File: config.mk
export PLATFORM = sky130hd
export DESIGN_NAME = fwd_hazard_scoreboard
export DESIGN_NICKNAME = d
export VERILOG_FILES = /design/src/rtl/fwd_hazard_scoreboard.sv
export SDC_FILE = /design/constraint.sdc
export NUM_CORES = 1
export LEC_CHECK = 0
export CAP_MARGIN = 5
export CORE_ASPECT_RATIO = 0.5
export CORE_MARGIN = 3
export CORE_UTILIZATION = 50
export CTS_BUF_LIST = sky130_fd_sc_hd__clkbuf_8
export DETAILED_ROUTE_END_ITERATION = 8
export PLACE_DENSITY = 0.88
export SLEW_MARGIN = 20
export SYNTH_ARGS = -nofsm -noshare
export SYNTH_HDL_FRONTEND = slang
export SYNTH_SLANG_ARGS = --single-unit
File: constraint.sdc
create_clock -name clk -period 2.6 [get_ports clk]
set_input_delay 0.39 -clock clk [delete_from_list [all_inputs] [get_ports clk]]
set_output_delay 0.39 -clock clk [all_outputs]
set_load 0.1 [all_outputs]
File: src/rtl/fwd_hazard_scoreboard.sv
// rtl/fwd_hazard_scoreboard.sv - in-flight write scoreboard picking EX forwarding sources and load-use stalls
module fwd_hazard_scoreboard #(
    parameter int ADDR_W     = 5,
    parameter int NUM_SRC    = 2,
    parameter int DEPTH      = 3,
    parameter int LOAD_READY = 3,
    parameter int CNT_W      = 16,
    localparam int SEL_W     = ($clog2(DEPTH) < 1) ? 1 : $clog2(DEPTH)
) (
    input  logic                      clk,
    input  logic                      rst_n,
    input  logic                      hold,
    input  logic                      flush,
    input  logic                      id_valid,
    input  logic [NUM_SRC*ADDR_W-1:0] id_rs,
    input  logic [NUM_SRC-1:0]        id_rs_used,
    input  logic [ADDR_W-1:0]         id_rd,
    input  logic                      id_reg_w,
    input  logic                      id_is_load,
    output logic                      stall,
    output logic                      ex_valid,
    output logic [NUM_SRC*SEL_W-1:0]  ex_fwd_sel,
    output logic [CNT_W-1:0]          stall_cnt
);

    // Index 0 is P1 (EX); index DEPTH-1 is the oldest tracked position.
    logic [DEPTH-1:0]  p_valid;
    logic [DEPTH-1:0]  p_wr;
    logic [DEPTH-1:0]  p_load;
    logic [ADDR_W-1:0] p_rd [DEPTH];

    logic [NUM_SRC*SEL_W-1:0] fwd_next;
    logic [NUM_SRC-1:0]       hazard;
    logic [ADDR_W-1:0]        src;

    assign ex_valid = p_valid[0];

    // Scanning oldest to youngest lets the youngest producer overwrite older hits.
    always_comb begin
        fwd_next = '0;
        hazard   = '0;
        src      = '0;
        for (int i = 0; i < NUM_SRC; i++) begin
            src = id_rs[i*ADDR_W +: ADDR_W];
            if (id_rs_used[i] && (src != '0)) begin
                for (int k = DEPTH - 1; k >= 1; k--) begin
                    if (p_valid[k-1] && p_wr[k-1] && (p_rd[k-1] == src)) begin
                        fwd_next[i*SEL_W +: SEL_W] = SEL_W'(k);
                        hazard[i]                  = p_load[k-1] && ((k + 1) < LOAD_READY);
                    end
                end
            end
        end
        stall = id_valid && !flush && (|hazard);
    end

    always_ff @(posedge clk or negedge rst_n) begin
        if (!rst_n) begin
            p_valid    <= '0;
            p_wr       <= '0;
            p_load     <= '0;
            for (int k = 0; k < DEPTH; k++) begin
                p_rd[k] <= '0;
            end
            ex_fwd_sel <= '0;
            stall_cnt  <= '0;
        end else if (!hold) begin
            for (int k = DEPTH - 1; k > 0; k--) begin
                p_valid[k] <= p_valid[k-1];
                p_wr[k]    <= p_wr[k-1];
                p_load[k]  <= p_load[k-1];
                p_rd[k]    <= p_rd[k-1];
            end
            if (flush || stall) begin
                // Bubble into EX; a flushed ID instruction is simply dropped.
                p_valid[0] <= 1'b0;
                p_wr[0]    <= 1'b0;
                p_load[0]  <= 1'b0;
                p_rd[0]    <= '0;
                ex_fwd_sel <= '0;
                if (stall && (stall_cnt != '1)) begin
                    stall_cnt <= stall_cnt + CNT_W'(1);
                end
            end else begin
                p_valid[0] <= id_valid;
                p_wr[0]    <= id_reg_w && (id_rd != '0);
                p_load[0]  <= id_is_load;
                p_rd[0]    <= id_rd;
                ex_fwd_sel <= fwd_next;
            end
        end
    end

endmodule

# After elaboration in Yosys (flattened, before gate mapping)
# Index checks and enable logic that the tools add are counted.
# Widths: inputs -> output; s select.
totals:
  wordCells: 48
  out_inout_bits: 22
  input_bits: 24
  reg_bits: 35
classes:
  n_mux: 15
  eq_ne: 5
  n_bitwise: 1
  n_addsub: 1
  n_reduce_logical: 19
ops:
  columns: ["op", "n"]
  rows:
  - ["$eq 5x5->1", 4]
  - ["$add 16x1->16 const B", 1]
  - ["$ne 16x16->1 const B", 1]
  - ["$reduce_bool 5->1", 3]
  - ["$logic_and 1x1->1", 12]
  - ["$mux 2", 6]
  - ["$mux 1", 7]
  - ["$mux 5", 1]
  - ["$mux 4", 1]
  - ["$reduce_and 3->1", 1]
  - ["$reduce_or 2->1", 1]
  - ["$logic_not 1->1", 1]
  - ["$logic_or 1x1->1", 1]
  - ["$not 1->1", 1]

# Longest topological paths before layout
# Gate-level depths: netlist (run 1).
logic_depth:
  depth_word: 8
  ltp_mapped: 9

# Worst setup path after synthesis (run 1)
# No wires, ideal clock.
synth_timing:
  kind: "register to output"
  from: "register p_valid[0]"
  to: "output stall"
  n_path_buf: 0
  t_arrival_ns: 3.252
  path_stages_with_launch: 6
  slack_ns: -1.042
  cell_sequence: "dfrtp_1 > nand2_1 > or4_4 > nor3_1 > o21ai_0 > nor2_1"
synth_via:
  elab_chain_len: 6
  word_cells_on_any_way: 9
  classes_between: "mux: 4; reduce/logical: 5"
synth_rtl:
  columns: ["element", "line", "source"]
  rows:
  - ["start: declaration", "27", "logic [DEPTH-1:0] p_valid;"]
  - ["start signal: indexed assignment", "69", "p_valid[k] <= p_valid[k-1];"]
  - ["start signal: assignment", "85", "p_valid[0] <= id_valid;"]
  - ["$logic_and 1x1->1 (*)", "47", "if (p_valid[k-1] && p_wr[k-1] && (p_rd[k-1] == src)) begin"]
  - ["$logic_and 1x1->1", "47", null]
  - ["$mux 1", "47", null]
  - ["$mux 1", "45", "if (id_rs_used[i] && (src != '0)) begin"]
  - ["$reduce_or 2->1 (*)", "54", "stall = id_valid && !flush && (|hazard);"]
  - ["$logic_and 1x1->1 (*)", "54", null]
  - ["end: declaration", "20", "output logic stall,"]
# Every way passes the cells marked *; elsewhere a longest branch is shown, timed or not.

# Worst setup path in the final report (run 1)
layout_timing:
  from: "input id_rs[8]"
  to: "output stall"
layout_via:
  elab_chain_len: 6
  word_cells_on_any_way: 8
  classes_between: "eq/ne: 1; mux: 2; reduce/logical: 5"
layout_rtl:
  columns: ["element", "line", "source"]
  rows:
  - ["start: declaration", "15", "input logic [NUM_SRC*ADDR_W-1:0] id_rs,"]
  - ["$eq 5x5->1", "47", null]
  - ["$logic_and 1x1->1", "47", null]
  - ["$mux 1", "47", null]
  - ["$mux 1 (*)", "45", null]
  - ["$reduce_or 2->1 (*)", "54", null]
  - ["$logic_and 1x1->1 (*)", "54", null]
# Marks and branches as above.

==> impl_metrics.tcl, run 1 <==
set metrics [dict create \
    min_period_ps 2640 \
    fin_skew_ps 11.3 \
    clkTransAtPathRegs_ps 70 \
    p_switching_mw 0.315 \
    drc_errors 0 \
    final_layout_size_suffix_gt1_share_pct 34.5 \
    coreArea_mm2 0.00321 \
    synth_top_area_share_pct 49.1 \
    grt.total_usage_pct 23.8 \
    overflow 0 \
    final.fill_count 187 \
    synth_area_leader_cell "dfrtp_1" \
    drv_cap 0 \
    ir_worst_vdd_uv 291 \
    die_x_um 90.5 \
    crit_fanout 2 \
    initial_utilization_pct 55.7 \
    grt_max_degree 36 \
    final_cells 283 \
    cts_tree "yes" \
    worstMarginPinSlew_ps 442 \
    yosys_warnings 0 \
    grt_pass1_wl_mm 7.85 \
    worst-setup-path-type "in2out" \
    drt-vias-per-instance 5.78 \
    wl_mm 4.97 \
    dr.pass1.iters 4 \
    clockBufferDepth 2 \
    worstSetupEndpointType "output port" \
    synth_fp_nets 183 \
    synthTopCellsByArea "dfrtp_1, xnor2_1, xor2_1, mux2_2, a22o_1" \
    finalHoldViolCount 0 \
    first_global_vias 1603 \
    postRouteAntennaNets 0 \
    startpoint_type "input port" \
    final_util_pct 82.0 \
    internal-power_mw 0.977 \
    rsz0062_at_grt "yes" \
    io_buffers 45 \
    crit_arrival_ps 2250 \
    num_rows 14 \
    synth_area_per_cell_um2 11.3 \
    boundaryPins 46 \
    die_y_um 48.2 \
    insertion_delay_ps 290 \
    yosysSeqAreaShare_pct 49.1 \
    finalNetCount 259 \
    most-common-layout-cells "buf_4, dfrtp_1, xnor2_1" \
    cts_made_buffers 5 \
    leakagePower_nw 1.20 \
    setup_tns_ps -46.3 \
    dpl.hpwl_mm 3.16 \
    cts_htree_levels 2 \
    hold_ws_ps 495 \
    hp-class "reg2reg" \
    setup_viol 2 \
    area_growth_pct 47.3 \
    fin_crit_sh_pct 102 \
    cts_root_buf "clkbuf_8" \
    vias 1635 \
    worstPathRequired_ps 2210 \
    comb_power_share_pct 14.6 \
    place_inst 271 \
    yosysUniqueCellTypes 31 \
    p_per_area_mw_per_mm2 492 \
    seqPwrFrac_pct 45.9 \
    netlist_instances 158 \
    syn-cell-area_mm2 0.00178 \
    drt-wirelength-per-cell_um 17.5 \
    violations "setup timing" \
    power.share.clock_pct 39.5 \
    gp_congestion 0.785 \
    slew_viol_final 0 \
    dieArea_mm2 0.00436 \
    n_antenna_cell 0 \
    antenna_found_initial 0 \
    fmax_mhz 379 \
    status "finished with violations" \
    final_common_cell "buf_4" \
    fin_ws_ps -39.6 \
    clkSinkCount 35 \
    drt_iter0_markers 102 \
    sw_frac_of_total_pct 24.4 \
    synth_seq_cells 35 \
    slew_headroom_pct 70.4 \
]
[logic make-up after synthesis]
| group | count (synthesis) | synth area share (%) |
|---|---|---|
| fa+ha+maj | 1 | 0.701 |
| compound gates | 20 | 9.54 |
| buf+inv | 5 | 1.47 |
| xor+xnor | 35 | 17.2 |
| mux | 8 | 5.05 |
| simple gates | 54 | 17.0 |
| flops | 35 | 49.1 |
[per-layer routing]
metal / vias up / wire length (um) / GRT usage, %
met3: 12 / 258 / 6.47
met5: - / 0 / 0
met2: 63 / 2540 / 46.3
li1: 736 / - / -
met4: 0 / 98 / 7.29
met1: 824 / 2070 / 27.3
[critical path: stages]
cell and delay, ps:
clkdlybuf4s50_1 450, or4_4 550, o21ai_2 190, buf_6 130, nor3_4 40, o21ai_2 140, buf_4 140, nor2_4 40
buf_12 170
[through the flow]
stage | power (mW) | setup WS [ps] | cell area (um2)
3_5_place_dp | 0.772 | -240 | 2420
3_3_place_gp | 0.766 | -219 | 2420
5_1_grt | 1.33 | -108 | 2630
2_1_floorplan | 0.676 | 24.6 | 1800
6_report | 1.29 | -39.6 | 2630
4_1_cts | 1.28 | 0.907 | 2600
[power groups by stage]
stage	Sequential, mW	Combinational (mW)	Clock [mW]
after global routing	0.595	0.201	0.537
after detailed placement	0.602	0.170	0
after floorplan	0.605	0.0706	0
final	0.593	0.188	0.511
after global placement	0.601	0.165	0
after CTS	0.591	0.179	0.512
[synth_stat cells]
master     n
o21ai_0    6
xnor2_1   24
or3_1      1
nand4_1    6
or4_4      1
ha_1       1
a22o_1     7
or3_4      1
nor2_1     4
and2_1     1
nor3_1     7
a221oi_4   1
nor3b_1    1
and4_1     1
xor2_1    11
nand4b_1   1
mux2_2     8
a21boi_0   1
o211ai_1   1
or4_1      2
nand2_1   13
nand3_1    5
o41ai_1    2
and3_1     8
a32o_1     2
nor4_1     1
buf_6      1
inv_1      1
clkbuf_1   3
nor3_2     1
dfrtp_1   35
[sequential cells by signal, summed over array words and instances (netlist names)]
register / flops
p_valid: 2
p_load: 1
p_wr: 2
stall_cnt: 16
ex_fwd_sel: 4
p_rd: 10
[area by class of cell]
class	instances	area, um2	area share [%]
Tap cell	48	60.1	2.28
Clock buffer	6	82.6	3.14
Timing Repair Buffer	73	629	23.9
Clock inverter	2	35.0	1.33
Inverter	1	3.75	0.143
Sequential cell	35	882	33.6
Multi-Input combinational cell	118	936	35.6
[repair_timing]
item	in CTS	in global routing
hold buffers	0	0
gates resized for setup	12	7
pin swaps	4	5
buffers inserted	4	0
setup endpoints to repair	1	15
[final timing paths]
kind	startpoint	end	slack, ps	cells past startpoint
setup / recovery	id_rs[8]	stall	-40	9
hold / removal	stall_cnt[13]	stall_cnt[13]	500	1
setup reg to reg	p_rd[10]	stall_cnt[5]	-10	8
hold reg to reg	stall_cnt[13]	stall_cnt[13]	500	1
max in group asynchronous	rst_n	p_valid[0]	1740	2
min in group asynchronous	rst_n	stall_cnt[4]	510	2
No activity file was read; power rests on OpenSTA's default activity.
==> inputs of run 2 (changes only) <==
CORE_UTILIZATION = 40   (was 50)
PLACE_DENSITY = 0.74   (was 0.88)
==> run 2 against run 1 <==
Net effect:
- the run now ends clean
- global-route usage decreased by 6.4 points
- worst setup slack better by 95 ps
- critical path depth shrank 2
- highest routed layer unchanged
==> impl_metrics.tcl, run 2 (synthesis gave the netlist of run 1 again) <==
set metrics [dict create \
    slew_viol_final 0 \
    insertion_delay_ps 280 \
    fmax_mhz 393 \
    coreArea_mm2 0.00408 \
    final_layout_size_suffix_gt1_share_pct 33.8 \
    setup_viol 0 \
    min_period_ps 2550 \
    cts_tree "yes" \
    startpoint_type "flop" \
    cts_made_buffers 5 \
    worstSetupEndpointType "flop" \
    dr_wl_met3_um 182 \
    p_per_area_mw_per_mm2 483 \
    clkTransAtPathRegs_ps 70 \
    dpl-instance-area_mm2 0.00243 \
    finalNetCount 258 \
    drt-vias-per-instance 5.25 \
    r2r-start "p_rd[13]" \
    r2r_cells 7 \
    dr.pass1.iters 4 \
    crit_arrival_ps 2720 \
    met1Wirelength_mm 1.90 \
    postRouteAntennaNets 0 \
    die_y_um 53.2 \
    boundaryPins 46 \
    vias 1512 \
    place_inst 277 \
    worstPathRequired_ps 2770 \
    fin_crit_sh_pct 97.9 \
    ir_worst_vdd_uv 301 \
    first_global_vias 1534 \
    r2r-end "stall_cnt[1]" \
    clockBufferDepth 2 \
    n_antenna_cell 0 \
    final.fill_count 319 \
    drt_iter0_markers 52 \
    top_regs "stall_cnt (16), p_rd (10), ex_fwd_sel (4)" \
    initial_utilization_pct 43.7 \
    wl_mm 4.29 \
    highest_layer "met4" \
    clkSinkCount 35 \
    final_util_pct 64.5 \
    final_cells 288 \
    drc_errors 0 \
    antenna_found_initial 0 \
    whs_path_depth 2 \
    hp-class "reg2reg" \
    dieArea_mm2 0.00535 \
    final_common_cell "buf_4" \
    hold_buffers 0 \
    wl_met2_mm 2.17 \
    io_buffers 45 \
    grt_pass1_wl_mm 7.16 \
    status "complete, no violations" \
    fin_skew_ps 4.36 \
    slew_headroom_pct 68.5 \
    drv_cap 0 \
    dpl.hpwl_mm 3.26 \
    gp_congestion 0.811 \
    most-common-layout-cells "buf_4, dfrtp_1, xnor2_1" \
    cts_htree_levels 2 \
    rsz0062_at_grt "yes" \
    num_rows 16 \
    grt.total_usage_pct 17.4 \
    area_growth_pct 47.7 \
    finalHoldViolCount 0 \
    drt-wirelength-per-cell_um 14.9 \
    overflow 0 \
    r2r_slack_ps 50 \
    worstMarginPinSlew_ps 470 \
    grt_max_degree 36 \
    largest_register "stall_cnt" \
    die_x_um 100 \
    cp-startpoint "p_rd[13]" \
    leakagePower_nw 1.22 \
    endpoint "stall_cnt[1]" \
    largest_reg_flops 16 \
    final_area_mm2 0.00264 \
    setup_tns_ps 0 \
    hold_ws_ps 494 \
    crit_fanout 5 \
    worst-setup-path-type "reg2reg" \
    cts_root_buf "clkbuf_8" \
]
-- run 2: cell count changes in the layout (fill, tap and decap cells not counted), sizes merged --
cell           delta
clkdlybuf4s50     -3
dlymetal6s2s      +3
buf               -1
-- run 2: worst max-delay path, stage by stage, from the launching register on --
cell and delay [ps]:
dfrtp_1 410, xor2_1 150, or4_4 550, buf_6 140, or3_4 410, a221oi_4 320, buf_6 160, mux2_4 290
-- run 2: layer usage --
layer / up-vias / global-route usage (%)
met3: 7 / 3.68
met5: - / 0
li1: 722 / -
met2: 34 / 30.0
met1: 749 / 22.3
met4: 0 / 4.70
-- run 2: final cells by class --
type                            count  area, um2  area share (%)
Multi-Input combinational cell    118        938            35.6
Sequential cell                    35        882            33.5
Timing Repair Buffer               72        626            23.7
Clock buffer                        6       82.6            3.13
Tap cell                           54       67.6            2.56
Clock inverter                      2       35.0            1.33
Inverter                            1       3.75           0.142
-- run 2: timing repair --
action	4_1_cts	5_1_grt
pin swaps	5	9
buffers inserted	2	1
resized for setup	9	14
setup endpoints to repair	1	11
-- run 2: how the worst min path moves through the flow --
| stage | from | to |
|---|---|---|
| 3_5_place_dp | ex_fwd_sel[1] | ex_fwd_sel[1] |
| 2_1_floorplan | rst_n | ex_fwd_sel[0] |
| 3_3_place_gp | ex_fwd_sel[2] | ex_fwd_sel[2] |
| 6_report | ex_fwd_sel[0] | ex_fwd_sel[0] |
| 5_1_grt | stall_cnt[13] | stall_cnt[13] |
| 4_1_cts | ex_fwd_sel[0] | ex_fwd_sel[0] |
-- run 2: per-stage QoR --
| step | setup WS (ps) | total power, mW |
|---|---|---|
| floorplan | 24.6 | 0.676 |
| global placement | -201 | 0.767 |
| detailed placement | -244 | 0.772 |
| CTS | 4.53 | 1.28 |
| global route | -12.0 | 1.33 |
| finish | 54.9 | 1.27 |
-- run 2: where the power goes --
group / leakage [nW] / switching (mW) / internal [mW]
Combinational: 0.695 / 0.0811 / 0.0965
Sequential: 0.465 / 0.0236 / 0.567
Clock: 0.0612 / 0.194 / 0.310
Total: 1.22 / 0.299 / 0.973
==> inputs of run 3 (changes only) <==
CELL_PAD_IN_SITES_DETAIL_PLACEMENT = 1   (was unset)
CELL_PAD_IN_SITES_GLOBAL_PLACEMENT = 1   (was unset)
CORE_UTILIZATION = 39   (was 40)
PLACE_DENSITY = 0.88   (was 0.74)
==> run 3 against run 2 <==
Net effect:
- via count grew 5.8%
- sequential power is essentially flat
- first-iteration DRC count grew 67%
- count of clock-buffer cells in the layout shrank 1
- largest cell class unchanged
- largest power group unchanged
==> impl_metrics.tcl, run 3 (synthesis gave the netlist of run 1 again) <==
set metrics [dict create \
    status "complete, no violations" \
    postRouteAntennaNets 0 \
    largest_reg_flops 16 \
    die_y_um 53.8 \
    setup_tns_ps 0 \
    drt-vias-per-instance 5.54 \
    slew_headroom_pct 64.7 \
    die_x_um 102 \
    drv_cap 0 \
    gp_congestion 0.831 \
    wl_mm 5.97 \
    top_regs "stall_cnt (16), p_rd (10), ex_fwd_sel (4)" \
    leakagePower_nw 1.20 \
    worstMarginPinSlew_ps 528 \
    clockBufferDepth 2 \
    cp-startpoint "id_rs[7]" \
    crit_arrival_ps 2170 \
    r2r-start "p_rd[10]" \
    r2r-end "stall_cnt[1]" \
    grt.total_usage_pct 24.4 \
    final_common_cell "buf_4" \
    initial_utilization_pct 43.1 \
    dpl.hpwl_mm 4.24 \
    r2r_slack_ps 70 \
    finalNetCount 259 \
    clkTransAtPathRegs_ps 70 \
    dieArea_mm2 0.00547 \
    grt_pass1_wl_mm 9.73 \
    place_ws_ps -365 \
    crit_fanout 2 \
    grt_max_degree 36 \
    slew_viol_final 0 \
    final_util_pct 62.6 \
    min_period_ps 2560 \
    finalPower_mw 1.17 \
    worstPathRequired_ps 2210 \
    final_layout_size_suffix_gt1_share_pct 34.0 \
    r2r_cells 6 \
    fin_skew_ps 9.20 \
    overflow 0 \
    clkSinkCount 35 \
    drc_errors 0 \
    io_buffers 45 \
    fmax_mhz 390 \
    finalHoldViolCount 0 \
    worst-setup-path-type "in2out" \
    rsz0062_at_grt "yes" \
    cts_made_buffers 5 \
    drt_iter0_markers 87 \
    dr.pass1.iters 4 \
    coreArea_mm2 0.00414 \
    drt-wirelength-per-cell_um 20.7 \
    first_global_vias 1859 \
    fin_ws_ps 35.2 \
    largest_register "stall_cnt" \
    hold_buffers 0 \
    setup_viol 0 \
    n_antenna_cell 0 \
    area_growth_pct 45.3 \
    endpoint "stall" \
    hp-class "reg2reg" \
    most-common-layout-cells "buf_4, dfrtp_1, xnor2_1" \
    boundaryPins 46 \
    num_rows 16 \
    final.fill_count 467 \
    startpoint_type "input port" \
    worstSetupEndpointType "output port" \
    cts_tree "yes" \
    ir_worst_vdd_uv 218 \
    fin_crit_sh_pct 98.6 \
    antenna_found_initial 0 \
    cts_htree_levels 2 \
    vias 1600 \
    whs_path_depth 1 \
    insertion_delay_ps 290 \
    p_per_area_mw_per_mm2 452 \
    cts_root_buf "clkbuf_8" \
]
==> run 3: cell count changes in the layout (fill, tap and decap cells not counted), moves of 2 or more <==
cell,before,now
dlygate4sd2_1,3,6
buf_6,3,1
buf_4,45,48
clkinv_2,1,3
dlymetal6s2s_1,3,1
==> run 3: power by group <==
group	switching, mW	total [mW]	internal, mW
Sequential	0.0254	0.592	0.567
Combinational	0.0929	0.190	0.0972
Clock	0.206	0.390	0.183
Total	0.325	1.17	0.847
==> run 3: final cells by class <==
class / count / area, um2 / share of cell area, %
multi-input cells: 118 / 938 / 36.2
inverters: 1 / 3.75 / 0.145
well taps: 54 / 67.6 / 2.61
repair buffers: 73 / 617 / 23.8
clock inverters: 3 / 15.0 / 0.579
clock buffers: 5 / 68.8 / 2.65
flip-flops and latches: 35 / 882 / 34.0
==> run 3: worst min path at each step <==
stage             startpoint            end  slack [ps]
3_5_place_dp    stall_cnt[0]   stall_cnt[0]         490
2_1_floorplan          rst_n  ex_fwd_sel[0]          90
3_3_place_gp   stall_cnt[13]  stall_cnt[13]         480
5_1_grt         stall_cnt[0]   stall_cnt[0]         520
4_1_cts         stall_cnt[0]   stall_cnt[0]         500
6_report        stall_cnt[0]   stall_cnt[0]         500
==> run 3: layer usage <==
layer	vias to the layer above	routed length [um]	share of wire [%]	GRT usage, %
met5	-	0	0	0
met4	0	105	1.8	8.39
met3	14	256	4.3	5.69
met2	47	3090	52	45.5
met1	813	2520	42	28.1
li1	726	-	-	-
==> run 3: worst max-delay path, stage by stage <==
cell and delay [ps]:
clkdlybuf4s50_1 430, or4_4 550, o21ai_4 220, nor3_4 80, o21ai_2 160, buf_6 130, nor2_4 30, buf_12 170
==> run 3: repair_timing <==
item | CTS | global route
pin swaps | 9 | 3
endpoints found under the hold margin | 0 | 0
gates resized for setup | 17 | 4
buffers inserted | 4 | 1
gates cloned | 0 | 0
endpoints found under the setup margin | 15 | 9
==> run 3: stage by stage <==
step | instance area [um2] | hold slack, ps | cells
after floorplan | 1800 | 94.4 | 158
after global placement | 2420 | 476 | 276
after detailed placement | 2420 | 492 | 276
after CTS | 2570 | 503 | 288
after global routing | 2590 | 524 | 289
final | 2590 | 501 | 289
==> RTL edit 1 (settings of run 2) <==
Set the parameter `NUM_SRC` to 1 (it was 2).
--- a/src/rtl/fwd_hazard_scoreboard.sv
+++ b/src/rtl/fwd_hazard_scoreboard.sv
@@ -2,5 +2,5 @@
 module fwd_hazard_scoreboard #(
     parameter int ADDR_W     = 5,
-    parameter int NUM_SRC    = 2,
+    parameter int NUM_SRC    = 1,
     parameter int DEPTH      = 3,
     parameter int LOAD_READY = 3,
Ports: changed (resized ex_fwd_sel, id_rs and id_rs_used); port bits go from 46 to 38. The function was not compared with the original's and may differ.
==> RTL edit 1 against run 2 <==
Sequential power down 6.6%. First-iteration DRC count decreased by 73%. Synthesized area is 9.6% lower. Worst hold slack worse by 71 ps. Core utilization fell by 4.9 points. Combinational power decreased by 31%. Critical path depth unchanged. Setup slack worse by 3.8 ps. Sequential cell count is 2 lower. Cell area is 18% lower. Total power is 19% lower. Final cell count shrank 15%. Wire length is 21% lower. Critical path type is now in2out.
==> RTL edit 1: results (changes against run 2) <==
[hold_path]
hold_path.class = in2async

[synth]
synth_seq_area_share_pct = 51.2  ; +2.1 points
syn_avg_cell_area_sq_um = 11.4  ; +1.3%
synth_cell_types = 29  ; -6.5%
synth_common_cells = dfrtp_1, xnor2_1, nand4_1
synthMuxAreaShare_pct = 6.28  ; +1.2 points
synth_compound_area_share_pct = 6.83  ; -2.7 points
async_flop_share_pct = 100  ; unchanged
synth_xor_area_share_pct = 13.0  ; -4.1 points
synth-adder-area-share_pct = 0.776  ; +0.075 points
synth_ff_type = dfrtp_1
synth_nets = 160  ; -13%

[setup_path]
ff2ff_path_depth = 6  ; -1
reg2reg_to = stall_cnt[14]$_DFFE_PN0P_
rrSetupSlack_ps = 560  ; +510 ps
worstPathMaxFanout = 4  ; -1
worstPathArrival_ps = 2160  ; -560 ps

[global_route]
grt_pass1_vias = 1227  ; -20%
gr-usage-met2_pct = 24.9  ; -5.2 points
track_usage_pct = 15.3  ; -2.0 points
gr-usage-met3_pct = 4.41  ; +0.73 points
met1_usage_pct = 20.0  ; -2.3 points
grt_max_degree = 24  ; -33%
grt_pass1_wl_um = 5640  ; -21%

[layout]
drive_above_1_share_pct = 29.0  ; -4.7 points
reg.largest.list = stall_cnt x16, p_rd x10
fin_nets = 211  ; -18%

[route]
drtIter0Drc = 14  ; -73%
wl_per_cell_um = 14.0  ; -6.2%
via_per_inst = 5.16  ; -1.8%

[power]
ir_drop_mv = 0.192  ; -36%
p_leak_nw = 1.00  ; -18%

[sta]
fin_worst_skew_ps = 6.86  ; +2.50 ps
slew_headroom_pct = 62.4  ; -6.1 points
hold_ws_ps = 423  ; -70.8 ps

[place]
port_buffers = 37  ; -18%
dpl_cell_area_sq_um = 2070  ; -15%
dp_hpwl_um = 2560  ; -21%
gp_congestion = 0.810  ; -0.12%
dp_slack_ps = -93.6  ; +150 ps

[run_status]
status = completed

-- RTL edit 1: cell families after synthesis --
kind of cell,Yosys count
simple gates,54
flops,33
xor+xnor,24
compound gates,14
mux,9
buf+inv,6
fa+ha+maj,1
-- RTL edit 1: timing repair --
action | in CTS | in global routing
setup endpoints to repair | 1 | 1
resized for setup | 2 | 1
pin swaps | 0 | 2
setup buffers | 0 | 1
cloned | 0 | 0
-- RTL edit 1: worst max-delay path, cell delays in order --
cell and delay, ps:
clkdlybuf4s50_1 470, or4_1 590, o211ai_1 200, buf_4 150, nor3_4 50, buf_6 140
buf_12 160
-- RTL edit 1: where the power goes --
group / switching (W) / leakage (nW) / internal (W)
registers: 0.0000159 / 0.446 / 0.000536
clock network: 0.000175 / 0.0519 / 0.000178
logic: 0.0000593 / 0.503 / 0.0000622
-- RTL edit 1: worst max-delay path by stage --
stage / from / to / slack (ps) / cells after the start
4_1_cts: id_rs[3] / stall / 7 / 6
6_report: id_rs[1] / stall / 50 / 7
3_3_place_gp: id_rs[3] / stall / -80 / 6
3_5_place_dp: id_rs[3] / stall / -90 / 6
2_1_floorplan: p_valid[0]$_DFFE_PN0N_ / stall_cnt[9]$_DFFE_PN0P_ / 90 / 6
5_1_grt: id_rs[1] / stall / 10 / 7
-- RTL edit 1: area by class of cell --
| cell class | count | area, sq um |
|---|---|---|
| clock buffers | 5 | 68.8 |
| clock inverters | 3 | 11.3 |
| fillers | 310 | 1470 |
| inverters | 2 | 7.51 |
| multi-input cells | 102 | 774 |
| flip-flops and latches | 33 | 827 |
| well taps | 51 | 63.8 |
| repair buffers | 48 | 419 |
-- RTL edit 1: per-layer routing --
metal,part of all wire [%],wire (um)
met4,0.59,20
met1,46,1580
met3,4.1,140
met5,0,0
met2,49,1670
-- RTL edit 1: metrics by stage --
step,TNS (ps),std cells
detailed placement,-141,235
global placement,-91.8,235
global route,0,244
CTS,0,243
floorplan,0,141
finish,0,244
==> RTL edit 2 (config.mk and constraints of run 2) <==
Without the edit above. Register the output `stall_cnt` once more, cleared by the reset; this adds one clock of latency there. The other outputs are not delayed to match.
--- a/src/rtl/fwd_hazard_scoreboard.sv
+++ b/src/rtl/fwd_hazard_scoreboard.sv
@@ -23,4 +23,6 @@
     output logic [CNT_W-1:0]          stall_cnt
 );
+
+    logic [CNT_W-1:0] stall_cnt_s0;
 
     // Index 0 is P1 (EX); index DEPTH-1 is the oldest tracked position.
@@ -64,5 +66,5 @@
             end
             ex_fwd_sel <= '0;
-            stall_cnt  <= '0;
+            stall_cnt_s0 <= '0;
         end else if (!hold) begin
             for (int k = DEPTH - 1; k > 0; k--) begin
@@ -79,6 +81,6 @@
                 p_rd[0]    <= '0;
                 ex_fwd_sel <= '0;
-                if (stall && (stall_cnt != '1)) begin
-                    stall_cnt <= stall_cnt + CNT_W'(1);
+                if (stall && (stall_cnt_s0 != '1)) begin
+                    stall_cnt_s0 <= stall_cnt_s0 + CNT_W'(1);
                 end
             end else begin
@@ -92,4 +94,12 @@
     end
 
+    always_ff @(posedge clk or negedge rst_n) begin
+        if (!rst_n) begin
+            stall_cnt <= '0;
+        end else begin
+            stall_cnt <= stall_cnt_s0;
+        end
+    end
+
 endmodule
 
Function: changed (a bounded check fails within 4 cycles, from zero or initial values and one cycle with rst_n low).
==> RTL edit 2 against run 2 <==
Worst hold slack worse by 320 ps. Die area up 22%. Setup slack better by 46 ps. Core utilization down 9.2 points. Cell area up 7.8%. Sequential cell count up 16. Total power up 14%. Synthesized area up 25%. Wire length up 3.4%. Largest power group unchanged. Highest routed layer unchanged.
==> RTL edit 2: results (changes against run 2) <==
[layout]
reg.largest.list = stall_cnt x16, stall_cnt_s0 x16, p_rd x10
fin_nets = 259  ; +0.39%
drive_above_1_share_pct = 23.0  ; -11 points
antenna_cells = 0  ; unchanged

[clock_tree]
clkTransAtPathRegs_ps = 90  ; +20 ps
cts_made_buffers = 5  ; unchanged
h-tree-depth = 2  ; unchanged
cts_root_buf = clkbuf_8
clk_latency_ps = 300  ; +20 ps
cts_buffer_depth = 2  ; unchanged

[synth]
async_flop_share_pct = 100  ; unchanged
synth_seq_area_share_pct = 57.4  ; +8.3 points
ys.warnings.count = 0  ; unchanged
synth_common_cells = dfrtp_1, xor2_1, xnor2_1, nand2_1, nor2_1
synth_cell_types = 30  ; -3.2%
synth.area.top_cells = dfrtp_1, xor2_1, xnor2_1
synth_nets = 208  ; +14%

[route]
wl_per_cell_um = 14.5  ; -2.4%
drt-pass1-iter-count = 4  ; unchanged
via_per_inst = 5.06  ; -3.6%
drtIter0Drc = 68  ; +31%

[setup_path]
reg2reg_to = stall_cnt_s0[14]$_DFFE_PN0P_
rrSetupSlack_ps = 270  ; +220 ps
cp-endpoint = stall
ff2ff_path_depth = 8  ; +1
worstPathArrival_ps = 2110  ; -610 ps
worstPathMaxFanout = 4  ; -1
startpoint = id_rs[7]
reg2reg_from = stall_cnt_s0[0]$_DFFE_PN0P_

[power]
p_leak_nw = 1.33  ; +9.1%
ir_drop_mv = 0.251  ; -17%

[run_status]
status = completed

[place]
dp_hpwl_um = 3180  ; -2.2%
dp_slack_ps = 58.1  ; +302 ps
gp_congestion = 0.868  ; +7.1%
dpl_cell_area_sq_um = 2730  ; +12%
port_buffers = 45  ; unchanged

[global_route]
grt_pass1_vias = 1632  ; +6.4%
antenna_found_initial = 0  ; unchanged
grt_max_degree = 52  ; +44%
track_usage_pct = 14.3  ; -3.1 points
grt_pass1_wl_um = 7570  ; +5.8%

[hold_path]
hold_path.class = in2async

[sta]
slew_headroom_pct = 58.9  ; -9.6 points
fin_worst_skew_ps = 9.67  ; +5.30 ps
fin_crit_sh_pct = 96.1  ; -1.8 points

RTL edit 2: through the flow:
stage | total power, W | std cells
2_1_floorplan | 0.000933 | 183
3_3_place_gp | 0.00101 | 297
3_5_place_dp | 0.00101 | 297
4_1_cts | 0.00146 | 305
5_1_grt | 0.00151 | 305
6_report | 0.00145 | 305
RTL edit 2: cell families after synthesis:
group	after synthesis	share of synthesized area (%)
muxes	8	4.22
adders and majority gates	1	0.563
AOI/OAI and AO/OA	18	7.20
buffers and inverters	8	1.74
DFF	51	57.4
and+or+nand+nor	62	15.1
xor gates and xnor gates	35	13.8
RTL edit 2: where the power goes:
group / total [W] / switching (W) / internal, W
clock network: 0.000447 / 0.000258 / 0.000190
logic: 0.000159 / 0.0000770 / 0.0000819
registers: 0.000841 / 0.0000263 / 0.000814
total: 0.00145 / 0.000361 / 0.00109
RTL edit 2: timing repair:
| item | CTS | global route |
|---|---|---|
| buffers inserted | 0 | 0 |
| setup endpoints to repair | 0 | 1 |
| resized for setup | 0 | 5 |
RTL edit 2: cell type report:
cell class | count | area [sq um]
clock inverters | 3 | 21.3
well taps | 70 | 87.6
fillers | 442 | 2290
multi-input cells | 124 | 927
clock buffers | 5 | 68.8
flip-flops and latches | 51 | 1280
repair buffers | 48 | 445
inverters | 4 | 15.0
RTL edit 2: worst min-delay path by stage:
stage	endpoint	cells after the start	slack, ps	startpoint
after floorplan	ex_fwd_sel[0]$_DFFE_PN0N_	0	90	rst_n
final	p_load[0]$_DFFE_PN0N_	2	180	rst_n
after detailed placement	stall_cnt[13]$_DFF_PN0_	0	390	stall_cnt_s0[13]$_DFFE_PN0P_
after CTS	p_load[0]$_DFFE_PN0N_	2	200	rst_n
after global placement	stall_cnt[13]$_DFF_PN0_	0	400	stall_cnt_s0[13]$_DFFE_PN0P_
after global routing	stall_cnt_s0[15]$_DFFE_PN0P_	2	230	rst_n
RTL edit 2: layer usage:
metal	share of wire, %	global-route usage [%]	up-vias
met5	0	0	-
met4	1.1	4.85	0
met1	46	17.3	772
met3	3.4	3.59	7
met2	50	25.5	26
li1	-	-	739
RTL edit 2: worst max-delay path, stage by stage:
cell	delay, ps
clkdlybuf4s50_1	470
xor2_1	200
nor4_2	320
and4_4	320
o21ai_2	100
nor2_4	120
buf_12	180
